`src/rtl/write_ptr_full.sv`:
```
// rtl/write_ptr_full.sv - FIFO write-side pointer, full/almost-full flags and occupancy
// Optional saturating overflow counter enabled by WPTR_OVERFLOW_CNT_EN.
module write_ptr_full #(
    parameter int Addr_Width = 8
) (
    input  logic                wrclk,
    input  logic                wr_rst_n,
    input  logic                wr_en,
    input  logic [Addr_Width:0] rptr_sync,
    input  logic [Addr_Width:0] afull_thresh,
    output logic [Addr_Width:0] wraddr,
    output logic [Addr_Width:0] wptr,
    output logic                full,
    output logic                almost_full,
    output logic [Addr_Width:0] wr_level,
    output logic                wr_ack,
    output logic                overflow,
    output logic [15:0]         ovf_count
);

    localparam int PtrW = Addr_Width + 1;

    logic [Addr_Width:0] waddr_q, waddr_d;
    logic [Addr_Width:0] wptr_q, wptr_d;
    logic [Addr_Width:0] level_q, level_d;
    logic                full_q, full_d;
    logic                afull_q, afull_d;
    logic                wr_ack_q, wr_ack_d;
    logic                overflow_q, overflow_d;
    logic                accept;
    logic [Addr_Width:0] rbin;
    logic [Addr_Width:0] rptr_wrapped;

    always_comb begin
        accept       = wr_en & ~full_q;
        waddr_d      = waddr_q + {{Addr_Width{1'b0}}, accept};
        wptr_d       = (waddr_d >> 1) ^ waddr_d;
        // Each binary bit is the XOR of all Gray bits at and above it.
        rbin         = '0;
        for (int i = 0; i < PtrW; i++) begin
            rbin[i] = ^(rptr_sync >> i);
        end
        // Full when write pointer is one lap ahead: top two Gray bits inverted.
        rptr_wrapped = {~rptr_sync[Addr_Width:Addr_Width-1], rptr_sync[Addr_Width-2:0]};
        full_d       = (wptr_d == rptr_wrapped);
        level_d      = waddr_d - rbin;
        afull_d      = (level_d >= afull_thresh);
        wr_ack_d     = accept;
        overflow_d   = wr_en & full_q;
    end

    always_ff @(posedge wrclk or negedge wr_rst_n) begin
        if (!wr_rst_n) begin
            waddr_q    <= '0;
            wptr_q     <= '0;
            level_q    <= '0;
            full_q     <= 1'b0;
            afull_q    <= 1'b0;
            wr_ack_q   <= 1'b0;
            overflow_q <= 1'b0;
        end else begin
            waddr_q    <= waddr_d;
            wptr_q     <= wptr_d;
            level_q    <= level_d;
            full_q     <= full_d;
            afull_q    <= afull_d;
            wr_ack_q   <= wr_ack_d;
            overflow_q <= overflow_d;
        end
    end

`ifdef WPTR_OVERFLOW_CNT_EN
    logic [15:0] ovf_cnt_q, ovf_cnt_d;

    // Counts alongside the overflow pulse so both update on the same edge.
    always_comb begin
        ovf_cnt_d = ovf_cnt_q;
        if (overflow_d && (ovf_cnt_q != 16'hFFFF)) begin
            ovf_cnt_d = ovf_cnt_q + 16'd1;
        end
    end

    always_ff @(posedge wrclk or negedge wr_rst_n) begin
        if (!wr_rst_n) begin
            ovf_cnt_q <= '0;
        end else begin
            ovf_cnt_q <= ovf_cnt_d;
        end
    end

    assign ovf_count = ovf_cnt_q;
`else
    assign ovf_count = 16'd0;
`endif

    assign wraddr      = waddr_q;
    assign wptr        = wptr_q;
    assign wr_level    = level_q;
    assign full        = full_q;
    assign almost_full = afull_q;
    assign wr_ack      = wr_ack_q;
    assign overflow    = overflow_q;

endmodule

```
`config.mk`:
```
export PLATFORM = sky130hd
export DESIGN_NAME = write_ptr_full
export DESIGN_NICKNAME = d
export VERILOG_FILES = /design/src/rtl/write_ptr_full.sv
export SDC_FILE = /design/constraint.sdc
export NUM_CORES = 1
export LEC_CHECK = 0
export CORE_MARGIN = 1.5
export CORE_UTILIZATION = 42
export CTS_CLUSTER_DIAMETER = 50
export CTS_CLUSTER_SIZE = 14
export DETAILED_ROUTE_END_ITERATION = 16
export GPL_TIMING_DRIVEN = 1
export HOLD_SLACK_MARGIN = 0.08
export PLACE_DENSITY = 0.77
export RECOVER_POWER = 50
export SYNTH_ARGS = -nofsm -noshare
export SYNTH_HDL_FRONTEND = slang
export SYNTH_SLANG_ARGS = --single-unit
export TNS_END_PERCENT = 50
```
`constraint.sdc`:
```
create_clock -name wrclk -period 3 [get_ports wrclk]
set_input_delay 0.6 -clock wrclk [delete_from_list [all_inputs] [get_ports wrclk]]
set_output_delay 0.6 -clock wrclk [all_outputs]
set_load 0.01 [all_outputs]
```
# ---- After elaboration in Yosys (flattened, before gate mapping)
# Index checks and enable logic that the tools add are counted.
dict set report word_totals {
  register_bits 31
  latchBits 0
  ram_bits 0
  romBits 0
  inputBits 21
  output_inout_bits 47
  word_cells 25
  memories 0
}
dict set report op_classes {
  add_sub_neg 2
  n_mul 0
  n_div 0
  order_cmp 1
  eq_ne 1
  n_shift 0
  muxes 0
  bitwise 5
  n_reduce_logical 9
}
# operator n
set op_table {}
lappend op_table {{9-bit XOR reduction} 9}
lappend op_table {{9-bit by 1-bit adder with 9-bit output} 1}
lappend op_table {{9-bit == test} 1}
lappend op_table {{9-bit greater-or-equal comparator} 1}
lappend op_table {{9-bit subtractor} 1}
lappend op_table {{8-bit by 9-bit XOR with 9-bit output} 1}
lappend op_table {{1-bit AND} 2}
lappend op_table {{2-bit NOT} 1}
lappend op_table {{1-bit NOT} 1}

# ---- Longest topological paths before layout
dict set report logic_depth {
  ltp_word 5
  mapped_depth 20
  ltp_nobuf 20
}

# ---- Worst setup path before layout
# OpenSTA, ideal clock, no wires.
dict set report synth_timing {
  path_kind {input -> register}
  from {in rptr_sync[8]}
  to {reg afull_q, in the netlist almost_full}
  setup_ps 128
  arrival_time_ps 4032
  required_ps 2872
  slack_ps -1160
  cell_stages 17
  path_buffers 0
  path_cell_list {xnor3_2 -> xor2_4 -> xnor2_4 -> xnor2_4 -> xor2_2 -> xor2_2 -> xnor2_1 -> ha_1 -> fa_1 -> inv_1 -> ha_1 -> a21o_1 -> a21o_1 -> a21o_1 -> a211o_1 -> a21oi_1 -> o21ai_0}
}
dict set report synth_via {
  elab_chain_cells 3
  word_cells_on_any_way 11
  cone_classes {add/sub (1); order compare (1); reduce/logical (9)}
}
# element line
set synth_rtl {}
lappend synth_rtl {{from (decl)} 9} ;# input logic [Addr_Width:0] rptr_sync,
lappend synth_rtl {{9-bit XOR reduction} 41} ;# rbin[i] = ^(rptr_sync >> i);
lappend synth_rtl {{9-bit subtractor (*)} 46} ;# level_d = waddr_d - rbin;
lappend synth_rtl {{net level_d[1]} 25} ;# logic [Addr_Width:0] level_q, level_d;
lappend synth_rtl {{9-bit greater-or-equal comparator (*)} 47} ;# afull_d = (level_d >= afull_thresh);
lappend synth_rtl {{net afull_d} 27} ;# logic afull_q, afull_d;
lappend synth_rtl {{to (signal assigned)} 66} ;# afull_q <= afull_d;
lappend synth_rtl {{to (decl)} 27}
# Mark *: on every way through the listed nets, which the timed path passes. The rest lies on a longest branch.

# ---- Worst setup path in the final report
# Same ends and word-level chain as after synthesis.

==> run_results.csv <==
group,metric,value,unit
status,status,"complete, but fails checks",
status,violations,"capacitance limit, slew limit, setup timing",
placed_design,place_congestion,0.842,
synthesis,synth_ff_type,"dfrtp_1",
min_path,hold_path_depth,1,
synthesis,yosysMostFrequentCell,"xnor2_1",
clocking,cts.clk_slew.worst_paths,0.07,ns
synthesis,yosysSeqAreaShare,35.6,%
sta,slew_viol_final,31,
drt,wl,4080,um
power,switching_share,39.1,%
placed_design,hpwl,3180,um
worst_setup_path,crit_arrival,4.17,ns
clocking,htree_levels,2,
worst_setup_path,critPathKind,"primary input to flop",
synthesis,synth_area_leaders,"dfrtp_1, xnor2_1, ha_1",
clocking,clock-root-buffer,"clkbuf_8",
floorplan,die-width,73.8,um
floorplan,die_h,73.8,um
global_route,antenna_found_initial,0,
synthesis,synth_top_area_share,35.6,%
worst_setup_path,cpPeakStageDelay,0.45,ns
placed_design,portBuffers,51,
power,power.leakage,1.50,nW
run,cap_viol_max_count,1,
floorplan,design.die.area,0.00545,mm2
clocking,cts_sinks,30,
worst_setup_path,crit_cells,18,
synthesis,synth_area,0.00211,mm2
clocking,clk_latency,0.29,ns
worst_setup_path,worstSetupStartpointType,"primary input",
sta,setup_ws,-1.00,ns
finish,final_nets,348,
synthesis,synthArstFlopShare,100,%
worst_setup_path,cp_top_family,"XOR/XNOR gates",
global_route,grt_max_degree,31,
sta,period_needed,4.00,ns
synthesis,synth.largest_area_cell,"dfrtp_1",
clocking,hold_buffers,0,
power,internal_power,2.13,mW
drt,avgViaCountPerCell,4.42,
drt,ant_nets,0,
power,seqPwrFrac,19.8,%
synthesis,synth.avg_cell_area,10.1,um2
power,p_switching,1.37,mW
global_route,grt_pass1_vias,1556,
worst_setup_path,crit_slowest_cell,"xnor3_2",
sta,whs,0.553,ns
worst_setup_path,setup.worst_path.end_class,"flop",
power,total_power,3.50,mW
finish,drive_gt1_share,24.9,%
drt,drc,0,
drt,dr.pass1.iters,4,
floorplan,rows,25,
sta,tns,-2.35,ns
finish,num_antenna_cells,0,
finish,fin_area,0.00313,mm2
sta,slew_headroom,-6.01,%
sta,max_slew.worst_pin.slew,1.59,ns
synthesis,synth_edf_count,0,
synthesis,syn_inst,208,
drt,vias,1662,
worst_setup_path,crit_top_cell,"a21o_1",
sta,fmax,0.250,GHz
sta,finalHoldViolCount,0,
synthesis,ys_warn_count,0,
clocking,cts_tree,"yes",
finish,syn2layout_area_growth,48.7,%
worst_setup_path,critPathBufInv,2,
floorplan,pin_count,68,
synthesis,yosys-top-cells-count,"xnor2_1, dfrtp_1, buf_4, inv_1, ha_1",
power,powerDensity,1120,mW/mm2
worst_setup_path,r2r_cells,15,
min_path,hold_class,"flop to flop",
worst_setup_path,cp_data_required_time,3.17,ns
power,comb_power_share,70.5,%
clocking,clockBufferDepth,2,
sta,finalSetupViolCount,6,
placed_design,place_area,0.00293,mm2
sta,grt_setup_unrepaired,"true",
global_route,grt_overflow_total,0,
floorplan,coreArea,0.00479,mm2
worst_setup_path,path_cells,"buf_6, xnor3_2, xor2_4, xnor2_4, xnor2_4, xor2_2, xor2_2, xnor2_1, ha_2, fa_2, inv_2, ha_4, a21o_1, a21o_1, a21o_1, a211o_1, a21oi_2, o21ai_1",
power,vdd_drop_max,0.727,mV
drt,drt_iter0_drc,89,
power,clock_power_share,9.7,%
sta,fin_skew,0.00745,ns
global_route,grt_pass1_wl,6920,um
global_route,gr-usage-all-layers,17.1,%
floorplan,start_util,44.0,%
finish,stdcell_count,376,
synthesis,ys_types,33,
clocking,cts_buffers,5,
placed_design,dp.cells,362,
synthesis,ys_ff_latch,30,
sta,period_share,133,%
worst_setup_path,path_max_fanout,2,
drt,routedWlPerCell,10.8,um
power by group through the flow:
stage	Sequential (mW)	Combinational (mW)	Clock, mW
2_1_floorplan	0.744	1.26	0
3_3_place_gp	0.704	2.08	0
3_5_place_dp	0.702	2.14	0
4_1_cts	0.699	2.35	0.352
5_1_grt	0.720	2.73	0.364
6_report	0.694	2.47	0.339
state kept, by name (all words and copies together) (netlist names):
name / flops
almost_full: 1
full: 1
overflow: 1
wptr: 8
wr_ack: 1
wr_level: 9
wraddr: 9
what timing repair did:
item	in CTS	in global routing
setup buffers	4	3
pin swaps	24	19
setup endpoints to repair	9	10
gates resized for setup	23	11
cells in the final DEF, fill, tap and decap left out, types with 3 or more instances in the layout:
cell type,n
nor2_1,9
nor3_1,5
clkdlybuf4s50_1,37
nor2b_1,6
o22ai_1,3
buf_4,45
nand2_1,8
a21o_1,4
dlygate4sd3_1,10
conb_1,16
inv_1,18
a21oi_1,7
xor2_1,7
xnor2_4,3
clkbuf_8,6
o21ai_1,3
o21ai_2,3
ha_1,15
xnor2_1,32
nand3_1,7
buf_6,3
dfrtp_1,30
final cells by class:
type	instances	area, um2
Clock buffer	6	82.6
Clock inverter	2	12.5
Fill cell	371	1650
Inverter	19	71.3
Multi-Input combinational cell	153	1260
Sequential cell	30	751
Tap cell	67	83.8
Timing Repair Buffer	99	871
final timing paths:
check | slack [ns] | end | startpoint
setup / recovery | -1.00 | almost_full | rptr_sync[8]
hold / removal | 0.55 | wraddr[5] | wraddr[5]
setup reg to reg | -0.16 | almost_full | full
hold reg to reg | 0.55 | wraddr[5] | wraddr[5]
max in group asynchronous | 0.83 | wraddr[7] | wr_rst_n
min in group asynchronous | 1.25 | wraddr[3] | wr_rst_n
logic make-up after synthesis:
kind of cell	synth area share [%]
xor gates and xnor gates	23.2
other	0.178
and+or+nand+nor	10.4
adders and majority gates	11.6
buffers and inverters	10.5
AOI/OAI and AO/OA	8.43
DFF	35.6
per-stage QoR:
| step | worst slack, ns | util [%] |
|---|---|---|
| 2_1_floorplan | -1.16 | - |
| 3_3_place_gp | -1.73 | 61.1 |
| 6_report | -1.00 | 65.5 |
| 5_1_grt | -1.21 | 65.5 |
| 3_5_place_dp | -1.86 | 61.1 |
| 4_1_cts | -1.12 | 64.4 |
per-layer routing:
layer	up-vias	wire length [um]	global-route usage, %
met4	0	76	6.79
met3	6	235	3.29
met2	58	2080	29.1
li1	846	-	-
met5	-	0	0
met1	752	1680	21.0
No activity file was read; power rests on OpenSTA's default activity.
